**src/rtl/ac_match_reporter.sv**
```systemverilog
// rtl/ac_match_reporter.sv - Aho-Corasick match reporter: output table, hit counters, record FIFO
//
// Ports:
//   CLK, RST (async active-low)  clock and reset
//   INITIALIZE                   synchronous clear of stream state (table kept)
//   STEP_VALID, NOW_STATE,       per-character result from the table reader
//   EN_MATCH
//   TBL_WE, TBL_ADDR, TBL_DATA   output-table write port
//   REC_VALID, REC_READY,        match record stream (FIFO head)
//   REC_POS, REC_STATE, REC_MASK
//   HIT_CNT                      saturating per-pattern hit counters, packed
//   POS                          characters consumed
//   FIFO_LEVEL, OVERFLOW         record FIFO occupancy and sticky drop flag
module ac_match_reporter #(
    parameter int NUM_STATES = 32,
    parameter int NPAT       = 4,
    parameter int POS_W      = 16,
    parameter int CNT_W      = 16,
    parameter int FIFO_DEPTH = 8,
    localparam int AW        = $clog2(FIFO_DEPTH),
    localparam int LW        = AW + 1
) (
    input  logic                    CLK,
    input  logic                    RST,
    input  logic                    INITIALIZE,
    input  logic                    STEP_VALID,
    input  logic [7:0]              NOW_STATE,
    input  logic                    EN_MATCH,
    input  logic                    TBL_WE,
    input  logic [4:0]              TBL_ADDR,
    input  logic [NPAT-1:0]         TBL_DATA,
    output logic                    REC_VALID,
    input  logic                    REC_READY,
    output logic [POS_W-1:0]        REC_POS,
    output logic [7:0]              REC_STATE,
    output logic [NPAT-1:0]         REC_MASK,
    output logic [NPAT*CNT_W-1:0]   HIT_CNT,
    output logic [POS_W-1:0]        POS,
    output logic [LW-1:0]           FIFO_LEVEL,
    output logic                    OVERFLOW
);

    localparam logic [31:0] NS_U  = NUM_STATES;
    localparam logic [LW-1:0] FULL_LVL = LW'(FIFO_DEPTH);

    // Stream position and stage-1 register
    logic [POS_W-1:0] pos_q, pos_d;
    logic             s1_valid_q, s1_valid_d;
    logic [POS_W-1:0] s1_pos_q, s1_pos_d;
    logic [7:0]       s1_state_q, s1_state_d;
    logic             s1_en_q, s1_en_d;

    // Output table
    logic [NPAT-1:0]  tbl_q [NUM_STATES];
    logic [NPAT-1:0]  tbl_d [NUM_STATES];

    // Record FIFO
    logic [POS_W-1:0] mem_pos_q   [FIFO_DEPTH];
    logic [POS_W-1:0] mem_pos_d   [FIFO_DEPTH];
    logic [7:0]       mem_state_q [FIFO_DEPTH];
    logic [7:0]       mem_state_d [FIFO_DEPTH];
    logic [NPAT-1:0]  mem_mask_q  [FIFO_DEPTH];
    logic [NPAT-1:0]  mem_mask_d  [FIFO_DEPTH];
    logic [AW-1:0]    wr_ptr_q, wr_ptr_d;
    logic [AW-1:0]    rd_ptr_q, rd_ptr_d;
    logic [LW-1:0]    level_q, level_d;
    logic             overflow_q, overflow_d;

    // Hit counters
    logic [CNT_W-1:0] cnt_q [NPAT];
    logic [CNT_W-1:0] cnt_d [NPAT];

    logic [NPAT-1:0]  lut_mask;
    logic             match;
    logic             rec_valid;
    logic             full;
    logic             push;
    logic             push_ok;
    logic             pop;

    // Lookup uses the pre-edge table contents, so a write landing on the
    // same edge is not observed (read-before-write).
    always_comb begin
        lut_mask = '0;
        if ({24'd0, s1_state_q} < NS_U) begin
            lut_mask = tbl_q[s1_state_q[4:0]];
        end
    end

    assign match     = s1_valid_q && s1_en_q && (lut_mask != '0);
    assign rec_valid = (level_q != '0);
    assign full      = (level_q == FULL_LVL);
    assign pop       = rec_valid && REC_READY && !INITIALIZE;
    assign push      = match && !INITIALIZE;
    // A full FIFO still accepts a push when the head leaves on the same edge.
    assign push_ok   = push && (!full || pop);

    always_comb begin
        pos_d      = pos_q;
        s1_valid_d = 1'b0;
        s1_pos_d   = s1_pos_q;
        s1_state_d = s1_state_q;
        s1_en_d    = s1_en_q;
        if (STEP_VALID) begin
            s1_valid_d = 1'b1;
            s1_pos_d   = pos_q;
            s1_state_d = NOW_STATE;
            s1_en_d    = EN_MATCH;
            pos_d      = pos_q + POS_W'(1);
        end
        if (INITIALIZE) begin
            pos_d      = '0;
            s1_valid_d = 1'b0;
        end
    end

    always_comb begin
        tbl_d = tbl_q;
        if (TBL_WE && ({27'd0, TBL_ADDR} < NS_U)) begin
            tbl_d[TBL_ADDR] = TBL_DATA;
        end
    end

    always_comb begin
        mem_pos_d   = mem_pos_q;
        mem_state_d = mem_state_q;
        mem_mask_d  = mem_mask_q;
        wr_ptr_d    = wr_ptr_q;
        rd_ptr_d    = rd_ptr_q;
        level_d     = level_q;
        overflow_d  = overflow_q;
        if (push_ok) begin
            mem_pos_d[wr_ptr_q]   = s1_pos_q;
            mem_state_d[wr_ptr_q] = s1_state_q;
            mem_mask_d[wr_ptr_q]  = lut_mask;
            wr_ptr_d              = wr_ptr_q + AW'(1);
        end
        if (pop) begin
            rd_ptr_d = rd_ptr_q + AW'(1);
        end
        case ({push_ok, pop})
            2'b10:   level_d = level_q + LW'(1);
            2'b01:   level_d = level_q - LW'(1);
            default: level_d = level_q;
        endcase
        if (push && !push_ok) begin
            overflow_d = 1'b1;
        end
        if (INITIALIZE) begin
            wr_ptr_d   = '0;
            rd_ptr_d   = '0;
            level_d    = '0;
            overflow_d = 1'b0;
        end
    end

    // Counters follow the lookup result, independent of whether the record fit.
    always_comb begin
        cnt_d = cnt_q;
        for (int i = 0; i < NPAT; i++) begin
            if (INITIALIZE) begin
                cnt_d[i] = '0;
            end else if (match && lut_mask[i] && (cnt_q[i] != '1)) begin
                cnt_d[i] = cnt_q[i] + CNT_W'(1);
            end
        end
    end

    always_ff @(posedge CLK or negedge RST) begin
        if (!RST) begin
            pos_q       <= '0;
            s1_valid_q  <= 1'b0;
            s1_pos_q    <= '0;
            s1_state_q  <= '0;
            s1_en_q     <= 1'b0;
            tbl_q       <= '{default: '0};
            mem_pos_q   <= '{default: '0};
            mem_state_q <= '{default: '0};
            mem_mask_q  <= '{default: '0};
            wr_ptr_q    <= '0;
            rd_ptr_q    <= '0;
            level_q     <= '0;
            overflow_q  <= 1'b0;
            cnt_q       <= '{default: '0};
        end else begin
            pos_q       <= pos_d;
            s1_valid_q  <= s1_valid_d;
            s1_pos_q    <= s1_pos_d;
            s1_state_q  <= s1_state_d;
            s1_en_q     <= s1_en_d;
            tbl_q       <= tbl_d;
            mem_pos_q   <= mem_pos_d;
            mem_state_q <= mem_state_d;
            mem_mask_q  <= mem_mask_d;
            wr_ptr_q    <= wr_ptr_d;
            rd_ptr_q    <= rd_ptr_d;
            level_q     <= level_d;
            overflow_q  <= overflow_d;
            cnt_q       <= cnt_d;
        end
    end

    assign REC_VALID  = rec_valid;
    assign REC_POS    = rec_valid ? mem_pos_q[rd_ptr_q]   : '0;
    assign REC_STATE  = rec_valid ? mem_state_q[rd_ptr_q] : '0;
    assign REC_MASK   = rec_valid ? mem_mask_q[rd_ptr_q]  : '0;
    assign POS        = pos_q;
    assign FIFO_LEVEL = level_q;
    assign OVERFLOW   = overflow_q;

    always_comb begin
        HIT_CNT = '0;
        for (int i = 0; i < NPAT; i++) begin
            HIT_CNT[i*CNT_W +: CNT_W] = cnt_q[i];
        end
    end

endmodule

```
**config.mk**
```make
export PLATFORM = sky130hd
export DESIGN_NAME = ac_match_reporter
export DESIGN_NICKNAME = d
export VERILOG_FILES = /design/src/rtl/ac_match_reporter.sv
export SDC_FILE = /design/constraint.sdc
export NUM_CORES = 1
export LEC_CHECK = 0
export BUFFER_PORTS_ARGS = -buffer_cell sky130_fd_sc_hd__buf_4
export CAP_MARGIN = 5
export CORE_ASPECT_RATIO = 1.2
export CORE_MARGIN = 1.5
export CORE_UTILIZATION = 41
export CTS_BUF_LIST = sky130_fd_sc_hd__clkbuf_8
export DETAILED_ROUTE_END_ITERATION = 10
export HOLD_SLACK_MARGIN = 0.15
export PLACE_DENSITY = 0.54
export SKIP_LAST_GASP = 1
export SLEW_MARGIN = 10
export SYNTH_ARGS = -nofsm -noshare
export SYNTH_HDL_FRONTEND = slang
export SYNTH_SLANG_ARGS = --single-unit
export TNS_END_PERCENT = 100
```
**constraint.sdc**
```tcl
create_clock -name CLK -period 5.2 [get_ports CLK]
set_input_delay 1.56 -clock CLK [delete_from_list [all_inputs] [get_ports CLK]]
set_output_delay 1.56 -clock CLK [all_outputs]
set_load 0.02 [all_outputs]
```
Yosys cells after proc, flatten, opt, wreduce, memory -nomap -nowiden
Index checks and enable logic that the tools add are counted.

Add/subtract/negate cells: 9. Order comparisons: 7. Eq/ne operators: 7. Muxes and demuxes: 48. Bitwise gates (word level): 4. Reductions and logical operators: 32.

Operators with widths (count): bitwise mux 128 bit (2); 2-to-1 mux 16 bit (14); adder 16 x 1 -> 16 bit (second input constant) (5); bitwise mux 64 bit (1); != test 16 bit (second input constant) (4); binary-select mux 16 bit (select 3 bit) (1); demux 16 bit (select 3 bit) (1); 2-to-1 mux 4 bit (9); bitwise mux 32 bit (1); 2-to-1 mux 8 bit (4); binary-select mux 8 bit (select 3 bit) (1); demux 8 bit (select 3 bit) (1); binary-select mux 4 bit (select 5 bit) (1); demux 4 bit (select 5 bit) (1); logical AND 1 bit (17); nonzero test 2 bit (8); binary-select mux 4 bit (select 3 bit) (1); demux 4 bit (select 3 bit) (1); >= comparator 6 bit (second input constant) (2); 2-to-1 mux 3 bit (4); NOT 5 -> 6 bit (2); >= comparator 4 bit (second input constant) (2); < comparator 8 x 6 -> 1 bit (second input constant) (1); NOT 3 -> 4 bit (2); 14 further kinds (21).

Register bits after elaboration: 469. Input port bits: 24. Output and inout port bits: 114. Logic and storage cells: 176.

Logic depth before layout (Yosys ltp)
Depth after elaboration: 13. Mapped depth: 15. Gate-level depth less buffers: 12.

Worst setup path before layout
No wires, ideal clock.

Path kind: reg2out. Start point: register rd_ptr_q[0]. End point: output REC_POS[14]. Arrival: 2.193 ns. Setup slack: 1.447 ns. Cell stages (with the launch flop): 6. Path through: dfrtp_1 buf_1 buf_1 mux4_2 mux2i_1 nor2_1.

Word-level cells in the longest chain between the ends: 5.

RTL lines: start: declaration (line 65) `logic [AW-1:0] rd_ptr_q, rd_ptr_d;`; start signal: assignment (line 196) `rd_ptr_q <= rd_ptr_d;`; NOT 3 -> 4 bit (implied by the code) (line 204) `assign REC_POS = rec_valid ? mem_pos_q[rd_ptr_q] : '0;`; binary-select mux 16 bit (select 3 bit) (line 204); 2-to-1 mux 16 bit (implied by the code) (2 in a row) (line 204); 2-to-1 mux 16 bit (line 204); end: declaration (line 34) `output logic [POS_W-1:0] REC_POS,`.

No other way between the ends. The select of a mux whose other input is x is not followed.

Worst setup path in the final report
Start point: register rd_ptr_q[0]. End point: output REC_POS[6].

The elaborated chain is that of the path after synthesis.

==> flow_summary.yaml <==
cts:
  cts.sinks: 469
  numCtsBuffers: 82
  ctsResizeCount: 0
  clkTransAtPathRegs_ns: 0.06
  ctsHtreeMaxLevel: 3
  post_cts_buffers: 0
  clk_path_buf_depth: 3
  root_buffer: "clkbuf_8"
  clkLatencyLatePin_ns: 0.65
  hold_buffers: 0
  cts_tree: "done"
synth:
  syn_area_per_cell_um2: 13.7
  synth_edf_count: 0
  seq_area_frac_synth_pct: 53.9
  synth_ff_type: "dfrtp_1"
  synth-seq-cells: 469
  synth_most_common_cell: "dfrtp_1"
  synth_cell_types: 61
  yosysWarnings: 0
  async_reset_ff_share_pct: 100
  syn_inst: 1591
  synth_area_um2: 21800
  yosysTopAreaCellShare_pct: 53.9
  synthTopCellsByArea: "dfrtp_1 (54%), mux2_2 (16%), mux4_2 (7.5%), mux2i_1 (2.8%), mux2_4 (2.3%)"
  yosysTopAreaCell: "dfrtp_1"
  synth_nets: 1624
  ys_top_cells_by_count: "dfrtp_1 (469), mux2_2 (314), nor2_1 (136)"
grt:
  grt_max_degree: 93
  grt_pass1_vias: 14300
  grt_pass1_wl_mm: 83.2
  grt_overflow: 0
  antenna_found_initial: 1
  grtUsageTotal_pct: 19.8
critical_path:
  startpoint_type: "register"
  critPathMaxFanout: 23
  crit_start: "rd_ptr_q[0]"
  critPathRequiredTime_ns: 3.64
  critical_path_class: "reg2out"
  crit_arrival_ns: 2.86
  crit_path_end_kind: "primary output"
  rr_startpoint: "s1_state_q[2]"
power:
  leakagePower_nw: 11.8
  p_total_mw: 8.41
  ir_drop_uv: 212
  power.density_nw_per_um2: 335
die:
  num_io_pins: 138
  die_w_um: 213
  start_util_pct: 41.5
  die_area_um2: 54500
  rows: 92
  coreArea_um2: 52500
  dieHeight_um: 255
routing:
  drt-total-wl_mm: 52.3
  vias: 13400
  drc: 0
  drt_iter0_markers: 632
  viasPerCell: 5.34
  first_pass_iters: 5
  avgRoutedWirePerCell_um: 20.8
  ant_nets: 0
finish:
  areaGrowthSynthToFinish_pct: 15.2
  nets: 1783
  final_cells: 2515
  drive_above_1_share_pct: 39.6
  fin_area_um2: 25100
sta:
  hold_viol_final: 0
  fin_hold_ws_ns: 0.479
  setup_violations: 0
  setup_tns_ns: 0
  skew_ns: 0.0409
  rsz0062_at_grt: "false"
  period_needed_ns: 4.42
  min_period_over_period_pct: 84.9
  max_freq_mhz: 226
  relSlewSlack_pct: 19.1
  tightest_slew_ns: 1.21
  slew_viol_final: 0
place:
  dp_hpwl_mm: 33.0
  dpl-instance-area_um2: 23500
  portBuffers: 137
  place_inst: 2371
  gp_congestion: 0.785
worst_hold_path:
  hold_class: "reg2reg"
  hold_start: "mem_state_q[39]"
outcome:
  outcome: "completed"
run:
  drv_cap: 0
power breakdown:
group	switching [mW]	leakage [nW]	internal (mW)
Sequential	0.198	6.37	3.89
Combinational	0.577	4.47	0.525
Clock	1.50	0.917	1.72
path summary, 6_finish.rpt:
path,cells after the start,endpoint,slack [ns]
setup / recovery,5,REC_POS[6],0.78
hold / removal,1,mem_state_q[39],0.48
setup reg to reg,8,mem_pos_q[122],1.01
hold reg to reg,1,mem_state_q[39],0.48
max in group asynchronous,2,rd_ptr_q[0],3.20
min in group asynchronous,1,mem_pos_q[106],0.95
worst max-delay path, stage by stage (launching register included):
cell,delay (ns)
dfrtp_4,0.74
buf_4,0.40
mux4_2,0.55
mux2i_1,0.25
nor2_1,0.08
buf_4,0.18
state kept, by name, indices dropped and copies added, names as in the netlist:
signal and count:
wr_ptr_q 3, mem_pos_q 128, tbl_q 128, rd_ptr_q 3, OVERFLOW 1, POS 16, s1_en_q 1, s1_valid_q 1
s1_state_q 8, mem_mask_q 32, s1_pos_q 16, mem_state_q 64, HIT_CNT 64, FIFO_LEVEL 4
cells in the final DEF (no fill, tap or decap), drive strengths merged, types with 4 or more instances in the layout:
master    Yosys  final
nor3b         5      5
nor2        136    136
xnor2        32     32
nor3         12     12
and2         24     24
nand3        30     30
a21oi        25     25
clkinv        0      5
or3          22     22
or2           4      4
nand3b        7      7
dfrtp       469    469
nand2        69     69
nor4         11     11
clkinvlp      0      5
buf          42    164
clkbuf       47     96
nand4        21     21
xor2         30     30
and3          8      8
inv          18     54
o21ai        30     30
mux2i        61     61
nor2b        10     10
a31o          4      4
mux2        348    348
mux4         80     80
and4          4      4
ha            9      9
layout make-up:
cell class                 instances  area [um2]
tap                              705         882
sequential                       469       11700
timing repair buffer             164        1310
fill                            4791       27400
inverter                          18        67.6
antenna                            1        2.50
clock buffer                      96        1320
clock inverter                    47         235
multi-input combinational       1015        9520
per-layer routing:
layer	up-vias	track usage [%]	share of wire, %
met3	70	3.13	3.4
met5	-	0	0
met4	0	6.32	1.9
met1	7052	26.0	44
met2	229	33.2	50
li1	6073	-	-
metrics by stage:
step,setup slack (ns),utilization (%)
5_1_grt,0.616,47.8
3_5_place_dp,1.01,44.8
4_1_cts,0.668,47.8
2_1_floorplan,1.45,-
3_3_place_gp,1.04,44.8
6_report,0.785,47.8
kinds of logic after synthesis:
| kind of cell | Yosys count | share of synthesized area (%) |
|---|---|---|
| adder cells (fa/ha/maj) | 9 | 0.517 |
| multiplexers | 489 | 29.8 |
| buffers and inverters | 107 | 2.44 |
| AND/OR/NAND/NOR | 374 | 8.50 |
| XOR/XNOR | 62 | 2.49 |
| AO/OA/AOI/OAI | 81 | 2.37 |
| flip-flops | 469 | 53.9 |
Note: power is estimated with default switching activity, not from simulation.
